<file path="config.mk">
export PLATFORM = sky130hd
export DESIGN_NAME = aesl_deadlock_watchdog_flat
export DESIGN_NICKNAME = d
export VERILOG_FILES = /design/src/rtl/aesl_deadlock_watchdog_if.sv /design/src/rtl/aesl_deadlock_watchdog.sv /design/src/flat_wrapper.sv
export SDC_FILE = /design/constraint.sdc
export NUM_CORES = 1
export LEC_CHECK = 0
export BUFFER_PORTS_ARGS = -buffer_cell sky130_fd_sc_hd__buf_2
export CORE_AREA = 5 5 87 89
export DETAILED_ROUTE_END_ITERATION = 12
export DIE_AREA = 0 0 92 94
export GPL_TIMING_DRIVEN = 0
export PLACE_DENSITY = 0.44
export SYNTH_ARGS = -nofsm -noshare
export SYNTH_HDL_FRONTEND = slang
export SYNTH_SLANG_ARGS = --single-unit
export TNS_END_PERCENT = 10
</file>
<file path="constraint.sdc">
create_clock -name clock -period 2.7 [get_ports clock]
set_clock_uncertainty 0.05 [all_clocks]
set_input_delay 0.54 -clock clock [delete_from_list [all_inputs] [get_ports clock]]
set_output_delay 0.54 -clock clock [all_outputs]
set_load 0.02 [all_outputs]
</file>
<file path="src/rtl/aesl_deadlock_watchdog_if.sv">
// Handshake bundle between the deadlock watchdog and its host.
// The host drives the arming, monitor and clear inputs; the watchdog returns its status.
interface aesl_deadlock_watchdog_if #(
   parameter int N_MON = 4,
   parameter int CNT_W = 16
);
   logic             enable;
   logic [N_MON-1:0] mon_block;
   logic             inst_idle;
   logic             clear;
   logic             deadlock;
   logic [N_MON-1:0] deadlock_mask;
   logic [4:0]       first_idx;
   logic [CNT_W-1:0] stall_cnt;
   logic [7:0]       event_cnt;
   logic [1:0]       state;

   modport master (
      output enable, mon_block, inst_idle, clear,
      input  deadlock, deadlock_mask, first_idx, stall_cnt, event_cnt, state
   );

   modport slave (
      input  enable, mon_block, inst_idle, clear,
      output deadlock, deadlock_mask, first_idx, stall_cnt, event_cnt, state
   );
endinterface

</file>
<file path="src/rtl/aesl_deadlock_watchdog.sv">
// Deadlock watchdog: declares a sticky deadlock after THRESH consecutive cycles of
// aggregate monitor blocking while the instance is not idle, and holds it until cleared.
module aesl_deadlock_watchdog #(
   parameter int N_MON  = 4,
   parameter int THRESH = 1024,
   parameter int CNT_W  = 16
) (
   input logic                   clock,
   input logic                   reset,
   aesl_deadlock_watchdog_if.slave bus
);

   typedef enum logic [1:0] {
      ST_IDLE     = 2'd0,
      ST_ARMED    = 2'd1,
      ST_SUSPECT  = 2'd2,
      ST_DEADLOCK = 2'd3
   } state_t;

   localparam logic [CNT_W-1:0] THRESH_C    = CNT_W'(THRESH);
   localparam logic [CNT_W-1:0] THRESH_M1_C = CNT_W'(THRESH - 1);

   state_t           state_q, state_d;
   logic [CNT_W-1:0] stall_q, stall_d;
   logic [N_MON-1:0] mask_q, mask_d;
   logic [7:0]       event_q, event_d;
   logic             blocked;

   function automatic logic [7:0] sat_inc8(input logic [7:0] v);
      return (v == 8'hFF) ? v : v + 8'd1;
   endfunction

   // Lowest set bit wins; scanning downward lets the last hit be the lowest index.
   function automatic logic [4:0] lowest_idx(input logic [N_MON-1:0] v);
      logic [4:0] idx;
      idx = 5'd0;
      for (int i = N_MON - 1; i >= 0; i--) begin
         if (v[i]) idx = 5'(i);
      end
      return idx;
   endfunction

   // Only the aggregate matters, so a changing bit pattern never breaks a stall run.
   assign blocked = (|bus.mon_block) & ~bus.inst_idle;

   always_comb begin
      state_d = state_q;
      stall_d = stall_q;
      mask_d  = mask_q;
      event_d = event_q;
      case (state_q)
         ST_IDLE: begin
            stall_d = '0;
            if (bus.enable) state_d = ST_ARMED;
         end
         ST_ARMED: begin
            if (!bus.enable) begin
               state_d = ST_IDLE;
            end else if (blocked) begin
               state_d = ST_SUSPECT;
               stall_d = CNT_W'(1);
            end
         end
         ST_SUSPECT: begin
            if (!bus.enable) begin
               state_d = ST_IDLE;
               stall_d = '0;
            end else if (!blocked) begin
               state_d = ST_ARMED;
               stall_d = '0;
            end else if (stall_q == THRESH_M1_C) begin
               state_d = ST_DEADLOCK;
               stall_d = THRESH_C;
               mask_d  = bus.mon_block;
               event_d = sat_inc8(event_q);
            end else begin
               stall_d = stall_q + CNT_W'(1);
            end
         end
         ST_DEADLOCK: begin
            // Everything is frozen for post-mortem inspection until acknowledged.
            if (bus.clear) begin
               state_d = ST_IDLE;
               stall_d = '0;
               mask_d  = '0;
            end
         end
         default: begin
            state_d = ST_IDLE;
            stall_d = '0;
         end
      endcase
   end

   // Register stage
   always_ff @(posedge clock) begin
      if (reset) begin
         state_q <= ST_IDLE;
         stall_q <= '0;
         mask_q  <= '0;
         event_q <= '0;
      end else begin
         state_q <= state_d;
         stall_q <= stall_d;
         mask_q  <= mask_d;
         event_q <= event_d;
      end
   end

   assign bus.state         = state_q;
   assign bus.deadlock      = (state_q == ST_DEADLOCK);
   assign bus.deadlock_mask = mask_q;
   assign bus.first_idx     = lowest_idx(mask_q);
   assign bus.stall_cnt     = stall_q;
   assign bus.event_cnt     = event_q;

endmodule

</file>
<file path="src/flat_wrapper.sv">
// flat-port wrapper written by rule: the top's interface ports become plain ports
module aesl_deadlock_watchdog_flat 
#(
   parameter int N_MON  = 4,
   parameter int THRESH = 1024,
   parameter int CNT_W  = 16
)
  (clock, reset, bus_enable, bus_mon_block, bus_inst_idle, bus_clear, bus_deadlock, bus_deadlock_mask, bus_first_idx, bus_stall_cnt, bus_event_cnt, bus_state);
  aesl_deadlock_watchdog_if #(.N_MON(N_MON), .CNT_W(CNT_W)) bus_i ();
  input logic clock;
  input logic reset;
  input wire logic [$bits(bus_i.enable)-1:0] bus_enable;
  input wire logic [$bits(bus_i.mon_block)-1:0] bus_mon_block;
  input wire logic [$bits(bus_i.inst_idle)-1:0] bus_inst_idle;
  input wire logic [$bits(bus_i.clear)-1:0] bus_clear;
  output wire logic [$bits(bus_i.deadlock)-1:0] bus_deadlock;
  output wire logic [$bits(bus_i.deadlock_mask)-1:0] bus_deadlock_mask;
  output wire logic [$bits(bus_i.first_idx)-1:0] bus_first_idx;
  output wire logic [$bits(bus_i.stall_cnt)-1:0] bus_stall_cnt;
  output wire logic [$bits(bus_i.event_cnt)-1:0] bus_event_cnt;
  output wire logic [$bits(bus_i.state)-1:0] bus_state;
  assign bus_i.enable = bus_enable;
  assign bus_i.mon_block = bus_mon_block;
  assign bus_i.inst_idle = bus_inst_idle;
  assign bus_i.clear = bus_clear;
  assign bus_deadlock = bus_i.deadlock;
  assign bus_deadlock_mask = bus_i.deadlock_mask;
  assign bus_first_idx = bus_i.first_idx;
  assign bus_stall_cnt = bus_i.stall_cnt;
  assign bus_event_cnt = bus_i.event_cnt;
  assign bus_state = bus_i.state;
  aesl_deadlock_watchdog #(.N_MON(N_MON), .THRESH(THRESH), .CNT_W(CNT_W)) u_core (.clock(clock), .reset(reset), .bus(bus_i));
endmodule
</file>
==> key figures <==
Outcome
  • Status: completed

Synth
  • Top cells by count, synth: dfxtp_1, a21oi_1, nand2_1
  • Ys Warns: 0
  • Mapped Avg Cell Area: 8.09 µm²
  • Number of synthesized register bits: 30
  • Sequential area share after synthesis: 0.341
  • Mapped Area: 0.00176 mm²
  • Yosys top cell area share: 0.341
  • Post-Syn Instances: 218
  • Area contributors post-synth: dfxtp_1, a21oi_1, ha_1, nand2_1, nand3_1
  • Leading area contributor after synthesis: dfxtp_1
  • Synth Flop Type: dfxtp_1
  • Most common cell in the synthesized netlist: dfxtp_1
  • EDFF count, synth: 0
  • Netlist cell types: 46
  • Async set-or-reset flop fraction in the synthesized netlist: 0

Power
  • Reg power frac: 0.487
  • Net Switching: 0.000247 W
  • Switching Fraction: 0.266
  • Combinational share of power: 0.098
  • Pint: 0.000683 W
  • P per Cell Area: 427 mW/mm²
  • Static leakage: 0.828 nW
  • Clock share of power: 0.415
  • Power, Total: 0.000930 W
  • IR drop worst, VDD: 0.152 mV

STA
  • Final Hold Viols: 0
  • RSZ-0062 raised after global routing: false
  • Achievable Freq: 406 MHz
  • Max-slew violation count: 0
  • Worst rel slew slack: 0.644
  • Crit share post-route: 0.913
  • Setup violators final: 0
  • Final worst setup slack: 0.234 ns
  • Fin crit period: 2.47 ns
  • Slew at the pin closest to its max-slew limit: 0.534 ns

Clock network
  • CTS tree: built
  • Num CTS Buffers: 5
  • Max Root-Sink Buffers: 2
  • Latest clock arrival within the worst-skew pair: 0.28 ns
  • CTS H-tree lvls: 2
  • CTS clk-pin slew, worst paths: 0.07 ns
  • Clk sink count: 30
  • Root Buffer Master: clkbuf_8
  • Total setup buffers inserted after CTS: 0

Routing
  • Violation count after the first detailed-route iteration: 55
  • Vias per cell: 5.16
  • Remaining antenna violation count: 0
  • DR WL/cell: 14.9 µm
  • DRT Pass-1 Iters: 4
  • DRC Markers: 0
  • Routed wire length: 5200 µm
  • Vias post-DR: 1,802

Floorplanning
  • I/O Pins: 45
  • # rows: 30
  • Initial core utilization: 0.264
  • Die area: 0.00865 mm²
  • Core ar.: 0.00668 mm²
  • DIE WIDTH: 92 µm
  • Die Height: 94 µm

Place
  • Dpl cell area: 0.00208 mm²
  • PortBufs: 41
  • GPL Wtd Cong: 0.801
  • Post-DP HPWL: 3890 µm
  • Place WS: -0.0426 ns

Layout
  • Share of post-route cells with drive strength above 1: 0.212
  • Fillers: 731
  • Layout Nets: 284
  • Post-Layout Inst Area: 0.00218 mm²
  • Area grow syn2layout: 23.6%
  • N_diodes: 0

Global routing
  • Initial antenna violation count: 0
  • Global route overflow: 0
  • Global-route wire length before repair: 8490 µm
  • Gr usage total: 0.123
  • Largest net degree at the start of global routing: 11
  • Vias in the first global route: 1,737

Critical path
  • Nature of the critical path endpoint: flop
  • Worst-path fanout max: 10
  • CP Data Required Time: 2.86 ns
  • Critical path startpoint category: flop
  • Crit Path Class: reg -> reg
  • Critical Path AT: 2.62 ns

Hold path
  • Hold WC Path Type: in -> reg

Job
  • Max-cap violations: 0
[per-stage QoR]
stage	hold WS, ns	cells	TNS (ns)	utilization
final	0.450	349	0	0.326
after global routing	0.459	349	0	0.326
after CTS	0.433	349	0	0.324
after detailed placement	0.458	341	-0.213	0.311
after global placement	0.451	341	-0.345	0.311
after floorplan	0.520	220	0	-
[layout by cell type (no fill, tap or decap), types with 2 or more instances in the layout]
master     count
a2bb2oi_1      6
nor4_1         5
a31oi_1        2
clkbuf_1      10
o21ai_0        4
ha_1           7
and3_1         3
xor2_1         2
nand3_1       14
o21ai_1        3
dfxtp_1       30
nor3_1         6
nor4_2         2
nor2_1        16
a22o_1         4
and4_1         3
or4_1          6
nand2_1       19
or3_1         10
a21oi_1       20
nand4_1        8
clkbuf_8       6
mux2i_1        2
nand2b_1       5
buf_2         42
conb_1         3
xnor2_1        3
inv_1          5
buf_4          3
[state kept, by name (all words and copies together) (netlist names)]
register,count
u_core.bus.stall_cnt,16
u_core.bus.event_cnt,8
u_core.bus.state,2
u_core.bus.deadlock_mask,4
[critical path, cell delays in order, from the launching register on]
cell	delay (ns)
dfxtp_1	0.38
inv_1	0.11
ha_1	0.34
or4b_1	0.43
buf_2	0.19
nand4b_4	0.21
buf_6	0.18
or3_1	0.34
a21oi_1	0.15
[kinds of logic (layout without fill, tap and decap cells)]
| logic type | Yosys count | in the layout | synth area share |
|---|---|---|---|
| muxes | 2 | 2 | 0.0114 |
| and+or+nand+nor | 103 | 103 | 0.328 |
| AOI/OAI and AO/OA | 51 | 51 | 0.192 |
| adders and majority gates | 7 | 7 | 0.0497 |
| DFF | 30 | 30 | 0.341 |
| buffers and inverters | 19 | 68 | 0.0518 |
| other | 1 | 3 | 0.00213 |
| xor gates and xnor gates | 5 | 5 | 0.0248 |
[worst paths after layout]
path | startpoint | cells after the start | endpoint | slack, ns
worst max-delay path | u_core.bus.state[0] | 8 | u_core.bus.stall_cnt[6] | 0.23
worst max register to register | u_core.bus.state[0] | 8 | u_core.bus.stall_cnt[6] | 0.23
worst min register to register | u_core.bus.state[1] | 2 | u_core.bus.state[1] | 0.46
worst min-delay path | bus_mon_block[1] | 2 | u_core.bus.deadlock_mask[1] | 0.45
[power groups by stage]
stage | sequential, W | combinational [W] | clock, W
after floorplan | 0.000468 | 0.0000545 | 0
after global placement | 0.000463 | 0.0000924 | 0
after detailed placement | 0.000463 | 0.0000919 | 0
after CTS | 0.000453 | 0.0000922 | 0.000399
after global routing | 0.000453 | 0.000104 | 0.000413
final | 0.000453 | 0.0000914 | 0.000386
[layout make-up]
class,count,area [µm²],share of cell area
Clock inverter,1,5.00,0.00230
Timing Repair Buffer,41,205,0.0941
Sequential cell,30,601,0.276
Buffer,14,72.6,0.0333
Multi-Input combinational cell,171,1090,0.501
Clock buffer,7,86.3,0.0396
Tap cell,80,100,0.0459
Inverter,5,18.8,0.00861
[timing repair]
| action | 4_1_cts | 5_1_grt |
|---|---|---|
| hold buffers | 0 | 0 |
| gates resized for setup | 0 | 2 |
| setup endpoints to repair | 0 | 8 |
[metal layers]
metal  wire length [µm]  GRT usage  share of wire  vias up
met4                 65     0.0371          0.013        0
met2               2390      0.214           0.46       47
met3                267     0.0304          0.051        8
met1               2480      0.150           0.48      832
li1                   -          -              -      915
met5                  0          0              0        -
Note: power is estimated with default switching activity, not from simulation.
